**src/rtl/spi_slave_param_if.sv**
```systemverilog
// SPI slave bus: serial pins plus the parallel receive/transmit handshake.
interface spi_slave_param_if #(
  parameter int unsigned DATA_W = 8
);
  localparam int unsigned FRAME_W = DATA_W + 2;

  logic               SS_n;
  logic               MOSI;
  logic               MISO;
  logic [FRAME_W-1:0] rx_data;
  logic               rx_valid;
  logic [DATA_W-1:0]  tx_data;
  logic               tx_valid;
  logic               frame_err;
  logic               busy;

  modport master (
    output SS_n, MOSI, tx_data, tx_valid,
    input  MISO, rx_data, rx_valid, frame_err, busy
  );

  modport slave (
    input  SS_n, MOSI, tx_data, tx_valid,
    output MISO, rx_data, rx_valid, frame_err, busy
  );
endinterface

```
**src/rtl/spi_slave_param.sv**
```systemverilog
// Clk-sampled SPI slave: 2-bit command + DATA_W payload frames, with a
// two-frame read protocol (address frame, then data frame + tx shift-out).
module spi_slave_param #(
  parameter int unsigned DATA_W    = 8,
  parameter bit          MSB_FIRST = 1'b1
) (
  input logic              clk,
  input logic              rst_n,
  spi_slave_param_if.slave bus
);
  localparam int unsigned      FRAME_W     = DATA_W + 2;
  localparam int unsigned      CNT_W       = $clog2(FRAME_W) + 1;
  localparam logic [CNT_W-1:0] CNT_FRAME   = CNT_W'(FRAME_W);
  localparam logic [CNT_W-1:0] CNT_LAST    = CNT_W'(FRAME_W - 1);
  localparam logic [CNT_W-1:0] CNT_DATA    = CNT_W'(DATA_W);
  localparam logic [CNT_W-1:0] CNT_TX_LAST = CNT_W'(DATA_W - 1);

  typedef enum logic [2:0] {
    IDLE      = 3'd0,
    CHK_CMD   = 3'd1,
    WRITE     = 3'd2,
    READ_ADD  = 3'd3,
    READ_DATA = 3'd4,
    TX_SHIFT  = 3'd5
  } state_t;

  state_t             state_q, state_d;
  logic [CNT_W-1:0]   cnt_q, cnt_d;
  logic [FRAME_W-1:0] shift_q, shift_d;
  logic [FRAME_W-1:0] rx_data_q, rx_data_d;
  logic [DATA_W-1:0]  tx_sr_q, tx_sr_d;
  logic               rx_valid_q, rx_valid_d;
  logic               frame_err_q, frame_err_d;
  logic               miso_q, miso_d;
  logic               rd_pend_q, rd_pend_d;
  logic               busy_q;
  logic [FRAME_W-1:0] sample;
  logic               frame_done;
  int                 bit_idx;

  function automatic logic tx_first(input logic [DATA_W-1:0] v);
    return MSB_FIRST ? v[DATA_W-1] : v[0];
  endfunction

  function automatic logic [DATA_W-1:0] tx_next(input logic [DATA_W-1:0] v);
    return MSB_FIRST ? {v[DATA_W-2:0], 1'b0} : {1'b0, v[DATA_W-1:1]};
  endfunction

  // Frame bit k lands at FRAME_W-1-k for the command (and MSB-first payload);
  // an LSB-first payload fills upward from bit 0.
  always_comb begin
    if (MSB_FIRST || (cnt_q < CNT_W'(2))) bit_idx = int'(FRAME_W) - 1 - int'(cnt_q);
    else                                   bit_idx = int'(cnt_q) - 2;
    sample = shift_q;
    for (int i = 0; i < int'(FRAME_W); i++) begin
      if (i == bit_idx) sample[i] = bus.MOSI;
    end
  end

  assign frame_done = (cnt_q == CNT_FRAME);

  always_comb begin
    state_d     = state_q;
    cnt_d       = cnt_q;
    shift_d     = shift_q;
    rx_data_d   = rx_data_q;
    tx_sr_d     = tx_sr_q;
    rd_pend_d   = rd_pend_q;
    rx_valid_d  = 1'b0;
    frame_err_d = 1'b0;
    miso_d      = 1'b0;
    case (state_q)
      IDLE: begin
        cnt_d = '0;
        if (!bus.SS_n) state_d = CHK_CMD;
      end
      CHK_CMD: begin
        if (bus.SS_n) begin
          state_d     = IDLE;
          frame_err_d = 1'b1;
        end else begin
          shift_d = sample;
          cnt_d   = CNT_W'(1);
          if (!bus.MOSI)      state_d = WRITE;
          else if (rd_pend_q) state_d = READ_DATA;
          else                state_d = READ_ADD;
        end
      end
      WRITE, READ_ADD, READ_DATA: begin
        if (bus.SS_n) begin
          state_d     = IDLE;
          frame_err_d = !frame_done;
        end else if (!frame_done) begin
          shift_d = sample;
          cnt_d   = cnt_q + CNT_W'(1);
          if (cnt_q == CNT_LAST) begin
            rx_data_d  = sample;
            rx_valid_d = 1'b1;
            if (state_q == READ_ADD) rd_pend_d = 1'b1;
          end
        end else if ((state_q == READ_DATA) && shift_q[FRAME_W-2] && bus.tx_valid) begin
          // First MISO bit is registered together with the move to TX_SHIFT.
          tx_sr_d = tx_next(bus.tx_data);
          miso_d  = tx_first(bus.tx_data);
          cnt_d   = '0;
          state_d = TX_SHIFT;
        end
      end
      TX_SHIFT: begin
        if (bus.SS_n) begin
          state_d     = IDLE;
          frame_err_d = (cnt_q < CNT_DATA);
        end else if (cnt_q < CNT_DATA) begin
          cnt_d = cnt_q + CNT_W'(1);
          if (cnt_q == CNT_TX_LAST) begin
            rd_pend_d = 1'b0;
          end else begin
            miso_d  = tx_first(tx_sr_q);
            tx_sr_d = tx_next(tx_sr_q);
          end
        end
      end
      default: state_d = IDLE;
    endcase
  end

  always_ff @(posedge clk or negedge rst_n) begin
    if (!rst_n) begin
      state_q     <= IDLE;
      cnt_q       <= '0;
      shift_q     <= '0;
      rx_data_q   <= '0;
      tx_sr_q     <= '0;
      rx_valid_q  <= 1'b0;
      frame_err_q <= 1'b0;
      miso_q      <= 1'b0;
      rd_pend_q   <= 1'b0;
      busy_q      <= 1'b0;
    end else begin
      state_q     <= state_d;
      cnt_q       <= cnt_d;
      shift_q     <= shift_d;
      rx_data_q   <= rx_data_d;
      tx_sr_q     <= tx_sr_d;
      rx_valid_q  <= rx_valid_d;
      frame_err_q <= frame_err_d;
      miso_q      <= miso_d;
      rd_pend_q   <= rd_pend_d;
      busy_q      <= (state_d != IDLE);
    end
  end

  assign bus.MISO      = miso_q;
  assign bus.rx_data   = rx_data_q;
  assign bus.rx_valid  = rx_valid_q;
  assign bus.frame_err = frame_err_q;
  assign bus.busy      = busy_q;
endmodule
```
**src/flat_wrapper.sv**
```systemverilog
// flat-port wrapper written by rule: the top's interface ports become plain ports
module spi_slave_param_flat 
#(
  parameter int unsigned DATA_W    = 8,
  parameter bit          MSB_FIRST = 1'b1
)
  (clk, rst_n, bus_SS_n, bus_MOSI, bus_tx_data, bus_tx_valid, bus_MISO, bus_rx_data, bus_rx_valid, bus_frame_err, bus_busy);
  spi_slave_param_if #(.DATA_W(DATA_W)) bus_i ();
  input logic clk;
  input logic rst_n;
  input wire logic [$bits(bus_i.SS_n)-1:0] bus_SS_n;
  input wire logic [$bits(bus_i.MOSI)-1:0] bus_MOSI;
  input wire logic [$bits(bus_i.tx_data)-1:0] bus_tx_data;
  input wire logic [$bits(bus_i.tx_valid)-1:0] bus_tx_valid;
  output wire logic [$bits(bus_i.MISO)-1:0] bus_MISO;
  output wire logic [$bits(bus_i.rx_data)-1:0] bus_rx_data;
  output wire logic [$bits(bus_i.rx_valid)-1:0] bus_rx_valid;
  output wire logic [$bits(bus_i.frame_err)-1:0] bus_frame_err;
  output wire logic [$bits(bus_i.busy)-1:0] bus_busy;
  assign bus_i.SS_n = bus_SS_n;
  assign bus_i.MOSI = bus_MOSI;
  assign bus_i.tx_data = bus_tx_data;
  assign bus_i.tx_valid = bus_tx_valid;
  assign bus_MISO = bus_i.MISO;
  assign bus_rx_data = bus_i.rx_data;
  assign bus_rx_valid = bus_i.rx_valid;
  assign bus_frame_err = bus_i.frame_err;
  assign bus_busy = bus_i.busy;
  spi_slave_param #(.DATA_W(DATA_W), .MSB_FIRST(MSB_FIRST)) u_core (.clk(clk), .rst_n(rst_n), .bus(bus_i));
endmodule
```
**config.mk**
```make
export PLATFORM = sky130hd
export DESIGN_NAME = spi_slave_param_flat
export DESIGN_NICKNAME = d
export VERILOG_FILES = /design/src/rtl/spi_slave_param_if.sv /design/src/rtl/spi_slave_param.sv /design/src/flat_wrapper.sv
export SDC_FILE = /design/constraint.sdc
export NUM_CORES = 1
export LEC_CHECK = 0
export ABC_AREA = 1
export BUFFER_PORTS_ARGS = -buffer_cell sky130_fd_sc_hd__buf_2
export CELL_PAD_IN_SITES_DETAIL_PLACEMENT = 1
export CELL_PAD_IN_SITES_GLOBAL_PLACEMENT = 2
export CORE_ASPECT_RATIO = 0.9
export CORE_UTILIZATION = 33
export CTS_CLUSTER_DIAMETER = 80
export DETAILED_ROUTE_END_ITERATION = 8
export GPL_TIMING_DRIVEN = 0
export PLACE_DENSITY_LB_ADDON = 0.25
export SYNTH_ARGS = -nofsm -noshare
export SYNTH_HDL_FRONTEND = slang
export SYNTH_SLANG_ARGS = --single-unit
```
**constraint.sdc**
```tcl
create_clock -name clk -period 2.05 [get_ports clk]
set_input_delay 0.1025 -clock clk [delete_from_list [all_inputs] [get_ports clk]]
set_output_delay 0.1025 -clock clk [all_outputs]
set_load 0.05 [all_outputs]
```
== Word-level counts from Yosys, hierarchy flattened ==
Cells that the tools add are included.
W data, S select, Z words.

* Register bits after elaboration: 41
* Input bits: 13
* Output and inout port bits: 14
* Logic and storage cells: 119

* Add/sub/neg operators: 2
* $lt $le $gt $ge: 1
* Equal/unequal tests: 29
* Mux-type cells: 60
* Bitwise gates (word level): 2
* Reduce and logical (&&, ||, !) cells: 15

{| class="wikitable"
|+ Operators by type and width
! operator !! count
|-
| $eq A4 B32 Y1 const A || 4
|-
| $eq A3 B32 Y1 const A || 2
|-
| $eq A5 B32 Y1 const A || 2
|-
| $mux W8 || 6
|-
| $eq A2 B32 Y1 const A || 1
|-
| $logic_not A32 Y1 || 1
|-
| $mux W1 || 30
|-
| $mux W10 || 3
|-
| $mux W5 || 6
|-
| $mux W3 || 8
|-
| $pmux W10 S2 || 1
|-
| $pmux W5 S4 || 1
|-
| $pmux W8 S2 || 1
|-
| $ne A2 B1 Y1 const B || 6
|-
| $pmux W3 S4 || 1
|-
| $eq A5 B4 Y1 const B || 2
|-
| $ne A2 B2 Y1 const B || 5
|-
| $reduce_and A4 Y1 || 2
|-
| $reduce_and A8 Y1 || 1
|-
| $reduce_and A7 Y1 || 1
|-
| $eq A3 B2 Y1 const B || 2
|-
| $eq A3 B3 Y1 const B || 2
|-
| $reduce_and A6 Y1 || 1
|-
| $sub A4 B5 Y6 const A || 1
|-
| other kinds (15) || 19
|}

== Depth between registers and ports, before layout ==
Gate-level depths: netlist of the first run.

* Word-level depth: 8
* Gate-level depth with buffers: 11
* Gate-level depth less buffers: 11

== Worst setup path after synthesis of the first run ==
No wires, ideal clock.

* Path kind: register to register
* From: reg u_core.cnt_q[0]
* To: reg u_core.cnt_q[0]
* Library setup time: 0.116 ns
* Data arrival time: 1.431 ns
* Required time: 1.934 ns
* Path slack: 0.503 ns
* Cell stages (with the launch flop): 10
* Path buffers: 0
* Clock period less this slack: 1.547 ns
* Path through: dfrtp_1 inv_1 ha_1 nand2_1 nor3_2 nand3_1 inv_1 nor2_2 nand2_1 nand2_1

* Cells in the longest elaborated chain, start to end: 4
* Elaborated cells between the ends (all ways): 11
* Those cells by class: add/sub (1); order compare (1); eq/ne (3); mux (5); reduce/logical (1)

{| class="wikitable"
|+ Ends and longest elaborated chain
! item !! RTL line !! text
|-
| start: declaration || spi_slave_param.sv:28 || <nowiki>logic [CNT_W-1:0] cnt_q, cnt_d;</nowiki>
|-
| start signal: assignment || spi_slave_param.sv:141 || <nowiki>cnt_q <= cnt_d;</nowiki>
|-
| $add A5 B1 Y5 or $eq A5 B4 Y1 (tied branches) || spi_slave_param.sv:95, spi_slave_param.sv:114, spi_slave_param.sv:60 ||
|-
| $mux W5, on equally long branches || spi_slave_param.sv:113, spi_slave_param.sv:93 ||
|-
| $mux W5, on equally long branches || spi_slave_param.sv:110, spi_slave_param.sv:90 ||
|-
| $pmux W5 S4 || spi_slave_param.sv:72 || <nowiki>case (state_q)</nowiki>
|}

Parallel ways exist; a longest one is shown, timed or not. The select of a mux whose other input is x is not followed.
A chain may end at the register's enable or synchronous reset.

== Worst setup path in the final report of the first run ==
* From: reg u_core.cnt_q[1]
* To: reg u_core.shift_q[9]

* Cells in the longest elaborated chain, start to end: 6
* Elaborated cells between the ends (all ways): 10
* Those cells by class: add/sub (1); eq/ne (3); mux (5); reduce/logical (1)

{| class="wikitable"
|+ Ends and longest elaborated chain
! item !! RTL line !! text
|-
| $sub A4 B5 Y6 || spi_slave_param.sv:52 || <nowiki>if (MSB_FIRST || (cnt_q < CNT_W'(2))) bit_idx = int'(FRAME_W) - 1 - int'(cnt_q);</nowiki>
|-
| $eq A5 B32 Y1 || spi_slave_param.sv:56 || <nowiki>if (i == bit_idx) sample[i] = bus.MOSI;</nowiki>
|-
| $mux W1 || spi_slave_param.sv:56 ||
|-
| $mux W10 || spi_slave_param.sv:93 || <nowiki>end else if (!frame_done) begin</nowiki>
|-
| $mux W10 || spi_slave_param.sv:90 || <nowiki>if (bus.SS_n) begin</nowiki>
|-
| $pmux W10 S2 || spi_slave_param.sv:72 ||
|-
| end signal: assignment || spi_slave_param.sv:142 || <nowiki>shift_q <= shift_d;</nowiki>
|-
| end: declaration || spi_slave_param.sv:29 || <nowiki>logic [FRAME_W-1:0] shift_q, shift_d;</nowiki>
|}

Parallel ways exist; a longest one is shown, timed or not. The select of a mux whose other input is x is not followed.

==> results of run 1 <==
metal layers:
layer / vias up / track usage
met3: 2 / 0.03005
li1: 1150 / -
met5: - / 0
met4: 0 / 0.03357
met1: 1057 / 0.2714
met2: 30 / 0.2861
synthesized netlist by cell type:
cell      number
nor2_2         3
clkbuf_1       1
a21oi_1        3
nor2_1        24
nand3_2        3
inv_1         33
o21ai_0       12
o21bai_1       2
buf_4          1
nand2_2        3
nand3_4        1
dfrtp_1       40
nand2_4        3
nand4_1        3
nor2_4         1
inv_2          3
a21oi_4        1
a31oi_1        1
o21ai_1        1
nor3_4         1
nor3_2         1
buf_6          2
nand2_1      148
nand3_1       42
buf_2          4
ha_1           7
xor2_1         3
report_power, final:
| part | leakage, nW | internal (mW) | switching (mW) |
|---|---|---|---|
| Combinational | 0.971 | 0.403 | 0.903 |
| Sequential | 0.532 | 0.984 | 0.147 |
| Clock | 0.0445 | 0.274 | 0.284 |
how the worst max path moves through the flow:
stage | startpoint | end | slack [ps]
floorplan | u_core.cnt_q[0] | u_core.cnt_q[0] | 500
global placement | u_core.cnt_q[0] | u_core.cnt_q[1] | 140
detailed placement | u_core.cnt_q[0] | u_core.cnt_q[4] | 130
CTS | u_core.cnt_q[0] | u_core.cnt_q[3] | 110
global route | u_core.cnt_q[2] | u_core.bus.rx_data[3] | 40
finish | u_core.cnt_q[1] | u_core.shift_q[9] | 260
layout make-up:
type,count,area (um^2),area share
clock inverters,1,7.507,0.002671
clock buffers,7,86.33,0.03072
repair buffers,27,140.1,0.04987
plain buffers,8,53.80,0.01915
multi-input cells,263,1269,0.4515
inverters,36,135.1,0.04809
flip-flops and latches,40,1002,0.3566
well taps,93,116.4,0.04141
repair_timing:
action	4_1_cts	5_1_grt
setup endpoints to repair	0	5
hold buffers	1	0
resized for setup	0	2
hold endpoints to repair	23	0
kinds of logic (layout without fill, tap and decap cells):
group                      Yosys count  count (layout)  share of synthesized area
AOI/OAI and AO/OA                   20              20                    0.04796
xor gates and xnor gates             3               3                    0.01072
adders and majority gates            7               7                    0.03571
buffers and inverters               44              79                    0.07704
DFF                                 40              40                     0.4082
and+or+nand+nor                    233             233                     0.4204
worst min-delay path, delay by kind of cell:
kind          cells  cell delay [ps]
simple gates      3              130
buf+inv           2              110
flip-flops by register name, summed over array words and instances (netlist names), 3 cells and up:
| name | flops |
|---|---|
| u_core.tx_sr_q | 7 |
| u_core.bus.rx_data | 10 |
| u_core.state_q | 3 |
| u_core.cnt_q | 5 |
| u_core.shift_q | 10 |
==> flow_summary.ini, run 1 <==
[clock_network]
clk_latency_ps = 290
post_cts_buffers = 0
numCtsBuffers = 5
cts.root.buffer_cell = clkbuf_8
cts.path.max_buffers = 2
cts_sinks = 40
clkTransAtPathRegs_ps = 80
cts_tree = done
htree_num_levels = 2

[layout]
layout.cell_area.non_filler_mm2 = 0.002810
area_grow_syn2layout_pct = 14.59
final_layout_size_suffix_gt1_frac = 0.1597
layoutNonFillerInstCount = 475
antenna_cells_inserted = 0
n_fill_cell = 956
final_core_utilization = 0.3951
commonest_cells_after_routing_fill_and_taps_aside = nand2_1 (148), nand3_1 (42), dfrtp_1 (39)
fin_nets = 401
final_common_cell = nand2_1

[yosys]
yosysTopAreaCell = dfrtp_1
synthesis.yosys.warnings = 0
synth_top_cell_area_share = 0.4082
yosys-top-cells-area = dfrtp_1 (41%), nand2_1 (23%), nand3_1 (8.6%), inv_1 (5.1%), nor2_1 (3.7%)
synth.ff_latch_count = 40
ys_types = 27
synth.cell_area_mm2 = 0.002452
synthCells = 347
syn_area_per_cell_um2 = 7.067
mappedNetlistNets = 367
sequential_cell_area_fraction_in_the_yosys_report = 0.4082

[worst_setup_path]
worst-endpoint-arrival_ps = 1980
crit_slowest_cell = dfrtp_1
timing.critical_path.slowest_cell_delay_ps = 450
worst_path_most_repeated_cell = nand3_1
timing.critical_path.from_type = register
cp_num_buf_inv = 2
maximum_fanout_along_the_worst_path = 10
critPathCaptureType = register
r2r_setup_slack_ps = 260
critical_path.top_delay_family = flip-flops
worstPathCellList = inv_1 > ha_1 > nand3_1 > o21bai_1 > buf_2 > nand3_1 > nand3_1 > nand2_1
number_of_cells_on_the_critical_path = 8
r2r_end = u_core.shift_q[9]
critical_path_class = reg -> reg
data_required_time_of_the_worst_path_ps = 2240
worst-r2r-cell-count = 8
crit-reg2reg-launch = u_core.cnt_q[1]

[route]
via_count = 2239
maxUsedRoutingLayer = met4
drc = 0
met2WireLength_um = 2830
detailedRoute.firstIterationViolations = 54
vias_per_cell = 4.714
routed_wl_um = 6365
wire_length_on_met1_um = 3317
ant_nets = 0
routed_length_on_met3_um = 182
routed_wire_length_per_instance_um = 13.40
first_pass_iters = 4

[sta]
tns_ps = 0
slew_violations = 0
fmax_ghz = 0.5583
timing_hold_violations_final = 0
fin_crit_ps = 1791
finalSetupViolCount = 0
grt_setup_unrepaired = no
whs_ps = 90.98
layout_worst_path_cycle_share = 0.8738
maxSlewHeadroom = 0.3815
worst_clock_skew_ps = 8.019
post-route-worst-setup-slack_ps = 258.8
worst-slew-pin-transition_ps = 927.7

[floorplanning]
fp-row-count = 29
initial_utilization = 0.3448
io-pin-count = 27
core_mm2 = 0.007112
floorplan.die.height_um = 83.78
floorplan.die.width_um = 92.87
total_die_area_mm2 = 0.007781

[place]
dpl.hpwl_um = 4789
dp_slack_ps = 132.9
placement.io_buffers = 26
gpl.final_weighted_congestion = 0.7559
dpl-instance-area_mm2 = 0.002699
placed_cells_incl_taps = 466

[pwr]
cellLeakagePower_nw = 1.548
power.ir.vdd_worst_mv = 0.4421
power_density_relative_to_cell_area_mw_per_mm2 = 1066
total_power_mw = 2.995

[min_path]
min_path_type = in -> reg
holdPathStages = 5
holdCritStartpoint = bus_tx_data[0]
hold_path_end = u_core.tx_sr_q[1]

[global_routing]
grt_first_pass_wirelength_um = 11320
overflow = 0
grt_pass1_vias = 2310
antenna_violations_before_repair = 0
grt_usage = 0.1845
grt_max_degree = 41

[status]
outcome = finished, final reports clean

[job]
drv.max_cap_violation_count = 0
No activity file was read; power rests on OpenSTA's default activity.
==> inputs of run 2 (changes only) <==
CORE_UTILIZATION = 30   (was 33)
CTS_CLUSTER_DIAMETER = 100   (was 80)
clock period = 1.51 ns   (was 2.05 ns; I/O delays follow)
==> run 2 against run 1 <==
The flow now finishes with violations (negative setup slack). Routed wire length up 24%. Count of clock-buffer cells in the layout fell by 1. Combinational power increased by 99%.
==> flow_summary.ini, run 2 (same netlist as run 1, synthesis figures left out) <==
[status]
outcome = finished, violations left
violated_checks = negative setup slack

[sta]
post-route-worst-setup-slack_ps = -114.9
grt_setup_unrepaired = yes
maxSlewHeadroom = 0.3810
slew_violations = 0
finalSetupViolCount = 37
layout_worst_path_cycle_share = 1.076
fin_crit_ps = 1625
timing_hold_violations_final = 0
fmax_ghz = 0.6154
worst_clock_skew_ps = 8.999
whs_ps = 55.28
worst-slew-pin-transition_ps = 928.5

[worst_setup_path]
worstPathCellList = inv_2 > ha_4 > nand4_1 > nor3_4 > buf_6 > buf_6 > nand3_2 > nand2_1
critical_path_class = reg -> reg
data_required_time_of_the_worst_path_ps = 1750
r2r_setup_slack_ps = -110
cp_num_buf_inv = 3
worstSetupEndpoint = u_core.bus.rx_data[8]
worst_path_most_repeated_cell = buf_6
critPathCaptureType = register
worst-r2r-cell-count = 8
timing.critical_path.from_type = register
crit_slowest_cell = dfrtp_2
crit-reg2reg-launch = u_core.cnt_q[1]
worst-endpoint-arrival_ps = 1860
critical_path.top_delay_family = simple AND/OR/NAND/NOR gates
r2r_end = u_core.bus.rx_data[8]
timing.critical_path.slowest_cell_delay_ps = 460
maximum_fanout_along_the_worst_path = 5
number_of_cells_on_the_critical_path = 8
setup.worst_path.start = u_core.cnt_q[1]

[clock_network]
cts_sinks = 40
htree_num_levels = 2
cts.root.buffer_cell = clkbuf_8
numCtsBuffers = 5
cts.path.max_buffers = 2
cts_tree = done
clk_latency_ps = 290
clkTransAtPathRegs_ps = 90

[route]
routed_wl_um = 7864
detailedRoute.firstIterationViolations = 86
met2WireLength_um = 3850
first_pass_iters = 4
ant_nets = 0
via_count = 2450
maxUsedRoutingLayer = met4
routed_wire_length_per_instance_um = 15.33
wire_length_on_met1_um = 3834
routed_length_on_met3_um = 110
vias_per_cell = 4.776
drc = 0

[place]
dp_slack_ps = -394.7
gpl.final_weighted_congestion = 0.7917
dpl.hpwl_um = 5002
placement.io_buffers = 26

[global_routing]
grt_max_degree = 41
antenna_violations_before_repair = 0
grt_pass1_vias = 2562
grt_first_pass_wirelength_um = 12990
overflow = 0
grt_usage = 0.1915

[layout]
area_grow_syn2layout_pct = 45.87
commonest_cells_after_routing_fill_and_taps_aside = nand2_1 (123), dfrtp_1 (33), inv_1 (28)
antenna_cells_inserted = 0
n_fill_cell = 955
final_common_cell = nand2_1
final_layout_size_suffix_gt1_frac = 0.4388
final_core_utilization = 0.4626
fin_nets = 436

[job]
drv.max_cap_violation_count = 0

[min_path]
min_path_type = in -> reg

[floorplanning]
total_die_area_mm2 = 0.008541
initial_utilization = 0.3172
io-pin-count = 27
core_mm2 = 0.007732
floorplan.die.height_um = 87.78
fp-row-count = 30
floorplan.die.width_um = 97.31

[pwr]
cellLeakagePower_nw = 1.808
total_power_mw = 5.032
power.ir.vdd_worst_mv = 0.5738
power_density_relative_to_cell_area_mw_per_mm2 = 1407
## run 2: cell count changes in the layout (fill, tap and decap cells not counted), moves of 6 or more
cell | before | now
nand3_1 | 42 | 14
buf_4 | 1 | 27
nand2_1 | 148 | 123
nand3_2 | 3 | 27
nand2_2 | 3 | 23
nor2_1 | 24 | 8
buf_6 | 2 | 12
nor2_4 | 1 | 10
nor2_2 | 3 | 10
dfrtp_1 | 39 | 33
dfrtp_2 | 1 | 7
## run 2: power by group
group | internal (mW) | switching (mW)
registers | 1.34 | 0.202
clock network | 0.491 | 0.382
logic | 0.978 | 1.64
total | 2.81 | 2.22
## run 2: per-layer routing
layer | vias to the layer above | GRT usage
met5 | - | 0
met4 | 0 | 0.03209
met3 | 6 | 0.02793
met2 | 20 | 0.3316
met1 | 1201 | 0.2607
li1 | 1223 | -
## run 2: cell type report
| cell class | instances | area (um^2) | area share |
|---|---|---|---|
| multi-input cells | 263 | 1678 | 0.4690 |
| flip-flops and latches | 40 | 1010 | 0.2823 |
| repair buffers | 62 | 436.7 | 0.1221 |
| inverters | 36 | 142.6 | 0.03987 |
| well taps | 96 | 120.1 | 0.03358 |
| plain buffers | 8 | 82.58 | 0.02308 |
| clock buffers | 6 | 72.57 | 0.02029 |
| clock inverters | 2 | 35.03 | 0.009794 |
## run 2: how the worst min path moves through the flow
stage / startpoint / to / slack [ps] / cells after the start
floorplan: rst_n / u_core.bus.MISO / -220 / 0
global placement: rst_n / u_core.cnt_q[0] / 290 / 1
detailed placement: rst_n / u_core.cnt_q[0] / 290 / 1
CTS: bus_tx_data[7] / u_core.bus.MISO / 50 / 3
finish: bus_tx_data[7] / u_core.bus.MISO / 60 / 3
global route: bus_MOSI / u_core.state_q[2] / 90 / 3
## run 2: through the flow
stage               setup TNS [ps]  cells  cell area [um^2]
floorplan                   -137.3    347              2459
detailed placement          -11080    469              2709
CTS                          -2347    502              3336
finish                       -2435    513              3577
global placement            -10270    469              2709
global route                 -6186    513              3577
## run 2: what timing repair did
| action | CTS | global route |
|---|---|---|
| resized for setup | 93 | 45 |
| setup endpoints to repair | 38 | 38 |
| setup buffers | 21 | 11 |
| gates cloned | 3 | 0 |
| hold endpoints to repair | 40 | 0 |
| hold buffers | 1 | 0 |
| pin swaps | 32 | 21 |
## run 2: worst reg2reg max path, cell delays in order, from the launching register on
cell	delay, ps
dfrtp_2	460
inv_2	100
ha_4	170
nand4_1	210
nor3_4	190
buf_6	150
buf_6	130
nand3_2	90
nand2_1	70
